## config.mk

```make
export PLATFORM = sky130hd
export DESIGN_NAME = framebuffer_arbiter
export DESIGN_NICKNAME = d
export VERILOG_FILES = /design/src/rtl/framebuffer_arbiter.sv
export SDC_FILE = /design/constraint.sdc
export NUM_CORES = 1
export LEC_CHECK = 0
export BUFFER_PORTS_ARGS = -buffer_cell sky130_fd_sc_hd__buf_2
export CAP_MARGIN = 25
export CORE_MARGIN = 4
export CORE_UTILIZATION = 45
export CTS_BUF_LIST = sky130_fd_sc_hd__clkbuf_8
export CTS_CLUSTER_SIZE = 25
export DETAILED_ROUTE_END_ITERATION = 16
export GPL_TIMING_DRIVEN = 0
export PLACE_DENSITY = 0.78
export SETUP_SLACK_MARGIN = 0.02
export SLEW_MARGIN = 20
export SYNTH_ARGS = -nofsm -noshare
export SYNTH_HDL_FRONTEND = slang
export SYNTH_SLANG_ARGS = --single-unit
```

## constraint.sdc

```tcl
create_clock -name clk -period 1.7 [get_ports clk]
set_input_delay 0.17 -clock clk [delete_from_list [all_inputs] [get_ports clk]]
set_output_delay 0.17 -clock clk [all_outputs]
set_load 0.01 [all_outputs]
```

## src/rtl/framebuffer_arbiter.sv

```systemverilog
// framebuffer_arbiter
// Shares one single-port, double-buffered image RAM between display scan-out
// and the processor. Display reads always come from the front buffer and have
// absolute priority. Processor accesses always go to the back buffer. A
// processor-requested front/back swap takes effect only on a vsync falling
// edge, so a displayed frame is never torn.
//
// Ports
//   clk, reset              system clock; asynchronous active-low reset
//   vsync                   vertical sync, active-low
//   disp_req, disp_addr     display read request (one read per cycle high)
//   disp_rvalid, disp_rdata display read return (1-cycle valid pulse)
//   cpu_req/we/addr/wdata   processor request, held stable until cpu_ack
//   cpu_ack                 request issued, or dropped when out of range
//   cpu_rvalid, cpu_rdata   processor read return (1-cycle valid pulse)
//   swap_req                1-cycle pulse requesting a front/back swap
//   swap_pending            swap waiting for the next vsync falling edge
//   front_sel               buffer currently scanned out
//   mem_addr/we/wdata       RAM request, address is {buffer, pixel}
//   mem_rdata               RAM read data, RD_LAT cycles after mem_addr
module framebuffer_arbiter #(
  parameter int ADDR_W       = 19,
  parameter int DATA_W       = 8,
  parameter int FRAME_PIXELS = 307200,
  parameter int RD_LAT       = 1
) (
  input  logic              clk,
  input  logic              reset,
  input  logic              vsync,
  input  logic              disp_req,
  input  logic [ADDR_W-1:0] disp_addr,
  output logic              disp_rvalid,
  output logic [DATA_W-1:0] disp_rdata,
  input  logic              cpu_req,
  input  logic              cpu_we,
  input  logic [ADDR_W-1:0] cpu_addr,
  input  logic [DATA_W-1:0] cpu_wdata,
  output logic              cpu_ack,
  output logic              cpu_rvalid,
  output logic [DATA_W-1:0] cpu_rdata,
  input  logic              swap_req,
  output logic              swap_pending,
  output logic              front_sel,
  output logic [ADDR_W:0]   mem_addr,
  output logic              mem_we,
  output logic [DATA_W-1:0] mem_wdata,
  input  logic [DATA_W-1:0] mem_rdata
);

  // One extra bit so FRAME_PIXELS == 2**ADDR_W still compares correctly.
  localparam logic [ADDR_W:0] FRAME_LIM = (ADDR_W+1)'(FRAME_PIXELS);

  localparam logic [1:0] OWN_NONE = 2'd0;
  localparam logic [1:0] OWN_DISP = 2'd1;
  localparam logic [1:0] OWN_CPU  = 2'd2;

  logic                  disp_oor;
  logic                  cpu_oor;
  logic                  disp_grant;
  logic                  cpu_grant;
  logic                  vsync_q;
  logic                  vsync_fall;
  logic [2:0]            new_tag;
  logic [RD_LAT:0][2:0]  tag_q;
  logic [1:0]            ret_own;
  logic                  ret_zero;

  always_comb begin
    disp_oor   = ({1'b0, disp_addr} >= FRAME_LIM);
    cpu_oor    = ({1'b0, cpu_addr} >= FRAME_LIM);
    disp_grant = disp_req;
    // cpu_ack high means this cycle's request was already issued last cycle.
    cpu_grant  = cpu_req && !cpu_ack && !disp_req;
    vsync_fall = vsync_q && !vsync;
    // Tag is {owner, zero}; zero marks an out-of-range read that returns 0.
    new_tag    = {OWN_NONE, 1'b0};
    if (disp_grant) begin
      new_tag = {OWN_DISP, disp_oor};
    end else if (cpu_grant && !cpu_we) begin
      new_tag = {OWN_CPU, cpu_oor};
    end
  end

  assign ret_own  = tag_q[RD_LAT][2:1];
  assign ret_zero = tag_q[RD_LAT][0];

  // RAM request port. Out-of-range accesses leave mem_addr untouched.
  always_ff @(posedge clk or negedge reset) begin
    if (!reset) begin
      mem_addr  <= '0;
      mem_we    <= 1'b0;
      mem_wdata <= '0;
      cpu_ack   <= 1'b0;
    end else begin
      mem_we  <= 1'b0;
      cpu_ack <= cpu_grant;
      if (disp_grant) begin
        if (!disp_oor) begin
          mem_addr <= {front_sel, disp_addr};
        end
      end else if (cpu_grant && !cpu_oor) begin
        mem_addr  <= {~front_sel, cpu_addr};
        mem_we    <= cpu_we;
        mem_wdata <= cpu_wdata;
      end
    end
  end

  // Owner tags line up with mem_rdata after RD_LAT+1 stages; the return is
  // then registered once more.
  always_ff @(posedge clk or negedge reset) begin
    if (!reset) begin
      tag_q       <= '0;
      disp_rvalid <= 1'b0;
      disp_rdata  <= '0;
      cpu_rvalid  <= 1'b0;
      cpu_rdata   <= '0;
    end else begin
      tag_q[0] <= new_tag;
      for (int k = 1; k <= RD_LAT; k++) begin
        tag_q[k] <= tag_q[k-1];
      end
      disp_rvalid <= 1'b0;
      cpu_rvalid  <= 1'b0;
      if (ret_own == OWN_DISP) begin
        disp_rvalid <= 1'b1;
        disp_rdata  <= ret_zero ? '0 : mem_rdata;
      end else if (ret_own == OWN_CPU) begin
        cpu_rvalid <= 1'b1;
        cpu_rdata  <= ret_zero ? '0 : mem_rdata;
      end
    end
  end

  // Swap control. vsync_q resets low so a low vsync at reset release is not
  // mistaken for a falling edge. A swap_req landing in the edge cycle toggles
  // immediately without ever showing swap_pending.
  always_ff @(posedge clk or negedge reset) begin
    if (!reset) begin
      vsync_q      <= 1'b0;
      front_sel    <= 1'b0;
      swap_pending <= 1'b0;
    end else begin
      vsync_q <= vsync;
      if (vsync_fall) begin
        if (swap_pending || swap_req) begin
          front_sel <= ~front_sel;
        end
        swap_pending <= 1'b0;
      end else if (swap_req) begin
        swap_pending <= 1'b1;
      end
    end
  end

endmodule
```

* After elaboration in Yosys (flattened, before gate mapping) *
Index checks and enable logic that the tools add are counted.

word-level totals
  register bits after elaboration = 57
  latch bits = 0
  RAM bits = 0
  memory bits (read-only) = 0
  input port bits = 61
  output and inout port bits = 50
  word-level logic and storage cells = 51
  memories kept = 0

cells by class
  add/sub/neg operators = 0
  $mul = 0
  div/mod/pow operators = 0
  order comparisons = 2
  equal/unequal tests = 3
  shift operators = 0
  multiplexer cells = 13
  bitwise logic cells = 3
  reductions and logical operators = 17

operators with widths
  operator                                                    count
  2-to-1 mux 20 bit                                           3
  greater-or-equal comparator 19 bit (second input constant)  2
  2-to-1 mux 8 bit                                            1
  AND reduction 2 bit                                         4
  2-to-1 mux 1 bit                                            7
  2-to-1 mux 3 bit                                            2
  logical AND 1 bit                                           5
  logical NOT 1 bit                                           5
  nonzero test 2 bit                                          2
  inverter 1 bit                                              3
  equality test 2 x 1 -> 1 bit (second input constant)        1
  equality test 2 bit (second input constant)                 1
  != test 2 bit (second input constant)                       1
  logical OR 1 bit                                            1

* Logic depth before layout (Yosys ltp) *
Gate-level depths: netlist (run 1).

  depth after elaboration = 6
  depth in mapped cells = 5
  gate-level depth less buffers = 4

* Worst setup path after synthesis (run 1) *
Ideal clock, no wire load.

  path type = register to register
  start point = reg cpu_ack
  end point = reg mem_addr[0]
  library setup time = 125 ps
  data arrival time = 1374 ps
  required time = 1575 ps
  setup slack = 201 ps
  stages on the path, launching flop included = 6
  path buffers = 1
  period minus slack after synthesis = 1499 ps
  cells stage by stage = dfrtp_1 > nor3b_4 > o211ai_4 > nand2_4 > buf_6 > mux2_2

between the ends
  cells in the longest elaborated chain, start to end = 6

ends and longest elaborated chain
  item                             RTL line  source
  start, declared                  38        output logic cpu_ack,
  start signal, assigned           96        cpu_ack <= cpu_grant;
  logical NOT 1 bit                73        cpu_grant = cpu_req && !cpu_ack && !disp_req;
  logical AND 1 bit (2 in series)  73
  net cpu_grant                    60        logic cpu_grant;
  logical AND 1 bit                101       end else if (cpu_grant && !cpu_oor) begin
  nonzero test 2 bit (no line)     --
  AND reduction 2 bit (no line)    --
  end signal, assigned             99        mem_addr <= {front_sel, disp_addr};
  end signal, assigned             102       mem_addr <= {~front_sel, cpu_addr};
  end, declared                    44        output logic [ADDR_W:0] mem_addr,

The timed path passes the listed nets, and every way through them passes these cells.
A chain may end at the register's enable or synchronous reset.

* Final worst setup path (run 1) *
  start point = reg cpu_ack
  end point = reg mem_addr[10]

Same word-level chain as after synthesis.

==> results of run 1 <==
[state kept, by name, indices dropped and copies added, names as in the netlist]
name,count
disp_rvalid,1
vsync_q,1
cpu_ack,1
ret_zero,1
mem_addr,20
front_sel,1
cpu_rdata,8
ret_own,2
swap_pending,1
mem_we,1
mem_wdata,8
cpu_rvalid,1
disp_rdata,8
tag_q,3
[where the power goes]
group,switching [uW],internal [uW],total (uW)
clock,498,695,1190
combinational,405,438,842
sequential,126,1600,1730
total,1030,2740,3770
[final cells by class]
type / instances / area, um2 / share of cell area, %
clock buffers: 10 / 138 / 4.27
inverters: 4 / 15.0 / 0.465
multi-input cells: 113 / 896 / 27.8
clock inverters: 6 / 51.3 / 1.59
flip-flops and latches: 57 / 1430 / 44.2
plain buffers: 6 / 38.8 / 1.20
repair buffers: 112 / 573 / 17.8
well taps: 70 / 87.6 / 2.72
[worst reg2reg max path, cell delays in order (launching register included)]
cell and delay [ps]:
dfrtp_1 410, nor3b_4 250, o211ai_4 200, nand2_4 120
buf_6 160, mux2_2 350
[cells in the mapped netlist, drive strengths merged]
cell type	instances	area (um2)
a21oi	2	10.0
and2	1	6.26
and2b	1	8.76
buf	3	27.5
clkbuf	3	11.3
dfrtp	57	1430
inv	4	15.0
mux2	46	518
nand2	20	82.6
nand2b	10	62.6
nor2	3	11.3
nor2b	2	12.5
nor3	1	5.00
nor3b	1	18.8
o211ai	2	28.8
o21ai	21	105
o311ai	1	8.76
xnor2	2	17.5
[kinds of logic (layout without fill, tap and decap cells)]
group	Yosys count	count (layout)
flip-flops	57	57
multiplexers	46	46
AND/OR/NAND/NOR	39	39
AO/OA/AOI/OAI	26	26
buffers and inverters	10	138
XOR/XNOR	2	2
[per-stage QoR]
| step | power [uW] | hold WS (ps) | instance area, um2 |
|---|---|---|---|
| final | 3770 | 57.1 | 3230 |
| after global placement | 2580 | 297 | 3010 |
| after CTS | 3820 | 45.6 | 3230 |
| after floorplan | 2190 | -126 | 2380 |
| after detailed placement | 2610 | 272 | 3020 |
| after global routing | 4000 | 36.3 | 3230 |
[worst paths after layout]
| kind | from | end | slack, ps | depth (start not counted) |
|---|---|---|---|---|
| setup / recovery | cpu_ack$_DFF_PN0_ | mem_addr[10]$_DFFE_PN0P_ | 110 | 5 |
| hold / removal | disp_req | tag_q[1]$_DFF_PN0_ | 60 | 1 |
| setup reg to reg | cpu_ack$_DFF_PN0_ | mem_addr[10]$_DFFE_PN0P_ | 110 | 5 |
| hold reg to reg | tag_q[0]$_DFF_PN0_ | ret_zero$_DFF_PN0_ | 350 | 0 |
| max in group asynchronous | reset | cpu_rdata[7]$_DFFE_PN0P_ | 780 | 2 |
| min in group asynchronous | reset | mem_addr[2]$_DFFE_PN0P_ | 450 | 2 |
[what timing repair did]
action | in CTS | in global routing
hold buffers | 2 | 0
endpoints found under the setup margin | 0 | 0
gates resized for setup | 0 | 0
hold endpoints to repair | 58 | 0
[routing by layer]
layer	wire, um	track usage [%]	part of all wire, %
met2	2470	27.8	47
met4	56	6.08	1.1
met1	2110	19.9	40
met3	596	7.06	11
met5	0	0	0
==> results.md, run 1 <==
* Outcome: completed
* FF+latch count, synth at 57
* Multiplexer share of the synthesized area at 21.8%
* Remaining global-route overflow at 0
* Post-place setup slack at 111 ps
* Max-slew violation count at 0
* DRT iter0 DRCs at 49
* Postcts setup bufs at 0
* First-pass GRT wire length at 8250 um
* Largest family of logic cells by synthesized area: multiplexers
* Crit path buf inv count at 1
* Die W at 80.7 um
* # port buffers at 110
* Crit path kind: register to register
* TritonCTS clock tree: done
* Leakage at 0.00163 uW
* Synthesized instance count at 180
* Worst-Skew Late Latency at 330 ps
* Final setup fails at 0
* Full die area at 6510 um2
* Overall global routing resource usage at 17.0%
* Crit-path slowest cell: dfrtp_1
* Most frequent cells in the layout: buf_2 (110), dfrtp_1 (57), mux2_2 (46)
* WL/cell at 13.9 um
* Fin util at 63.2%
* Starting Density at 46.5%
* Nets@finish at 364
* Residual DRC at 0
* CTS Buffer Depth at 2
* Routed WL at 5240 um
* Net count after synthesis at 241
* Pwr Density at 1170 nW/um2
* Slowest stage delay, CP at 410 ps
* Crit path max-delay family: flip-flops
* Fill cells at 429
* Seq/Total Area, Yosys at 60.0%
* Std-Cell Rows at 26
* Ratio of cells with drive above 1 in the final layout at 57.1%
* CTS clk-pin slew, worst paths at 60 ps
* Final HPWL DP at 3870 um
* DRT antenna net count at 0
* RD Place Congestion at 0.718
* Slew margin rel. at 52.7%
* Peak supply drop at 0.730 mV
* Adder-Cell Fraction of Synth Area at 0%
* Number of global-route vias before repair at 1804
* Synth Area in Simple Gates at 8.74%
* Largest net degree at the start of global routing at 58
* Actual slew at the worst max-slew pin at 709 ps
* Crit start category: register
* Cell Count, Final, Fillers Out at 378
* Layout Skew at 10.6 ps
* Vias/cell at 4.75
* Max Cap Violations at 0
* Syn Std Cell Area at 2380 um2
* XOR/XNOR Fraction of Synth Area at 0.737%
* Antenna violations before repair at 0
* Most common cell after layout, fill and taps aside: buf_2
* Cell count after placement at 360
* Unrepaired setup endpoints after global routing: false
* CTS Buf Count at 9
* Root Driver: clkbuf_8
* CTS sink cnt at 57
* CP cell instances: nor3b_4 > o211ai_4 > nand2_4 > buf_6 > mux2_2
* Vias after detailed routing at 1796
* H-Tree Level Count at 3
* Critical Path AT at 1800 ps
* CP Capture Type: register
* CP required at 1910 ps
* PnR worst setup slack at 107 ps
* Mean Syn Cell Area at 13.2 um2
* Io pins at 111
* Core box area at 5110 um2
* Fin crit period at 1590 ps
* DRT Pass-1 Iters at 4
* Fmax at 628 MHz
* Synth unique cells at 21
* Final Hold Vio Count at 0
* Min-Delay Path Class: primary input to register
* Ys Warns at 0
* Compound-Gate Fraction of Synth Area at 6.42%
* Synth-to-Final Area Change at 35.8%
* Antenna diode count at 0
* Fin crit share at 93.7%
* Max Fanout on Critical Path at 10
* Setup TNS at 0 ps
* DIE HEIGHT at 80.7 um
Power figures use the tool's default switching activity.
==> run 2: changes to the inputs <==
Settings changed: ABC_AREA set to 1, PLACE_DENSITY 0.78 to 0.77.
==> results.md, run 2 <==
* Cell taking the most area after synthesis: dfrtp_1
* Ys Warns at 0 (unchanged)
* DRT iter0 DRCs at 51 (+4.1%)
* Antenna diode count at 0 (unchanged)
* Fin crit share at 89.0% (-4.8 points)
* Most used cell, CP: buf_6
* Fmax at 661 MHz (+5.4%)
* CP Capture Type: register
* CTS sink cnt at 57 (unchanged)
* Worst-Skew Late Latency at 320 ps (about the same)
* CP required at 1910 ps (about the same)
* Syn Std Cell Area at 2530 um2 (+6.5%)
* Min-Delay Path Class: primary input to register
* CP cell instances: dlygate4sd3_1 > buf_2 > buf_6 > nor3_4 > nand3_2 > buf_6 > buf_6 > nand3_1 > nand2_1
* Critical Path AT at 1720 ps (-80 ps)
* Final setup fails at 0 (unchanged)
* CTS clk-pin slew, worst paths at 60 ps (about the same)
* Outcome: completed
* Count leader, synth: nand2_1
* Max reg flops at 20 (unchanged)
* Fin util at 62.4% (-0.76 points)
* Fill cells at 489 (+14%)
* Peak supply drop at 0.568 mV (-22%)
* Die W at 83.0 um (+2.9%)
* Root Driver: clkbuf_8
* Layout Skew at 4.74 ps (-5.86 ps)
* First-pass GRT wire length at 10100 um (+23%)
* Net count after synthesis at 343 (+42%)
* H-Tree Level Count at 3 (unchanged)
* Actual slew at the worst max-slew pin at 697 ps (-11.8 ps)
* Synthesized instance count at 282 (+57%)
* Yosys top cell area share at 56.4% (-3.7 points)
* Largest net degree at the start of global routing at 58 (unchanged)
* Routed WL at 5860 um (+12%)
* Synth-to-Final Area Change at 35.0%
* RD Place Congestion at 0.783 (+8.9%)
* Ratio of cells with drive above 1 in the final layout at 36.8% (-20 points)
* Max-slew violation count at 0 (unchanged)
* Crit-path slowest cell: dlygate4sd3_1
* FF+latch count, synth at 57 (unchanged)
* Vias/cell at 4.57 (-3.8%)
* Max Cap Violations at 0 (unchanged)
* Top post-synthesis cells by count: nand2_1 (105), dfrtp_1 (57), inv_1 (27)
* Crit path kind: primary input to register
* Std-Cell Rows at 27 (+3.8%)
* Number of synthesized flops with an enable pin at 0 (unchanged)
* # port buffers at 110 (unchanged)
* Pwr Density at 1130 nW/um2 (-3.1%)
* DRT antenna net count at 0 (unchanged)
* Biggest register: mem_addr
* Number of global-route vias before repair at 2204 (+22%)
* Synth unique cells at 17 (-19%)
* Slowest stage delay, CP at 530 ps (+120 ps)
* Seq/Total Area, Yosys at 56.4% (-3.7 points)
* Synth async-reset ratio at 100% (unchanged)
* Vias after detailed routing at 2202 (+23%)
* Fin crit period at 1510 ps (-80.9 ps)
* Residual DRC at 0 (unchanged)
* Most frequent cells in the layout: buf_2 (109), nand2_1 (105), dfrtp_1 (57)
* Crit path max-delay family: buffers and inverters
* Slew margin rel. at 53.5% (+0.79 points)
* TritonCTS clock tree: done
* Final Hold Vio Count at 0 (unchanged)
* Setup TNS at 0 ps (unchanged)
* Crit start category: primary input
* Core box area at 5470 um2 (+7.2%)
* Most common cell after layout, fill and taps aside: buf_2
* Antenna violations before repair at 0 (unchanged)
* Io pins at 111 (unchanged)
* CTS Buffer Depth at 2 (unchanged)
* Starting Density at 46.2% (-0.29 points)
* Unrepaired setup endpoints after global routing: false
* WL/cell at 12.2 um (-12%)
* Primary FF master, synth: dfrtp_1
* Nets@finish at 467 (+28%)
* CTS Buf Count at 9 (unchanged)
* Leakage at 0.00199 uW (+22%)
* Max Fanout on Critical Path at 10 (unchanged)
* Final HPWL DP at 4440 um (+15%)
* Remaining global-route overflow at 0 (unchanged)
* DRT Pass-1 Iters at 4 (unchanged)
* Crit path buf inv count at 5 (+4)
* Full die area at 6890 um2 (+5.8%)
* DIE HEIGHT at 83.0 um (+2.9%)
* Synth top area cells: dfrtp_1 (56%), nand2_1 (16%), mux2_2 (7.1%)
* Overall global routing resource usage at 17.9% (+0.92 points)
* Mean Syn Cell Area at 8.97 um2 (-32%)
## run 2: final timing paths
path	startpoint	endpoint	slack, ps	cells after the start
min in group asynchronous	reset	disp_rvalid$_DFF_PN0_	450	2
setup reg to reg	ret_own[0]$_DFF_PN0_	cpu_rdata[3]$_DFFE_PN0P_	400	2
setup / recovery	disp_req	mem_addr[3]$_DFFE_PN0P_	190	9
hold / removal	cpu_we	tag_q[2]$_DFF_PN0_	60	2
max in group asynchronous	reset	mem_addr[5]$_DFFE_PN0P_	790	2
hold reg to reg	tag_q[1]$_DFF_PN0_	ret_own[0]$_DFF_PN0_	360	0
## run 2: layout make-up
class	instances	area, um2	share of cell area, %
Buffer	13	95.1	2.78
Clock buffer	10	138	4.03
Clock inverter	5	72.6	2.13
Inverter	28	105	3.08
Multi-Input combinational cell	184	905	26.5
Sequential cell	57	1430	41.8
Tap cell	72	90.1	2.64
Timing Repair Buffer	113	583	17.1
## run 2: cells by family after synthesis
logic type | count (synthesis) | share of synthesized area [%]
compound gates | 15 | 2.97
xor+xnor | 2 | 0.693
simple gates | 151 | 25.0
mux | 16 | 7.12
buf+inv | 41 | 7.86
flops | 57 | 56.4
## run 2: layer usage
| metal | up-vias | global-route usage [%] | part of all wire (%) |
|---|---|---|---|
| met3 | 7 | 5.16 | 7.9 |
| met5 | - | 0 | 0 |
| met1 | 989 | 22.3 | 44 |
| met2 | 86 | 29.1 | 46 |
| li1 | 1120 | - | - |
| met4 | 0 | 7.28 | 1.4 |
## run 2: per-stage QoR
stage	instances	total power [uW]	hold WS, ps	cell area (um2)	setup slack [ps]
2_1_floorplan	282	2150	-126	2530	491
3_3_place_gp	464	2530	292	3170	369
3_5_place_dp	464	2560	265	3170	363
4_1_cts	482	3900	52.6	3410	169
5_1_grt	482	4090	51.2	3410	56.6
6_report	482	3860	61.1	3410	188
## run 2: what timing repair did
item,in CTS,in global routing
resized for setup,0,2
endpoints found under the setup margin,0,1
hold endpoints to repair,59,0
hold buffers,3,0
buffers inserted,0,0
## run 2: power breakdown
group | switching, uW | total (uW) | internal, uW
clock | 493 | 1340 | 844
combinational | 435 | 821 | 386
sequential | 123 | 1700 | 1580
total | 1050 | 3860 | 2810
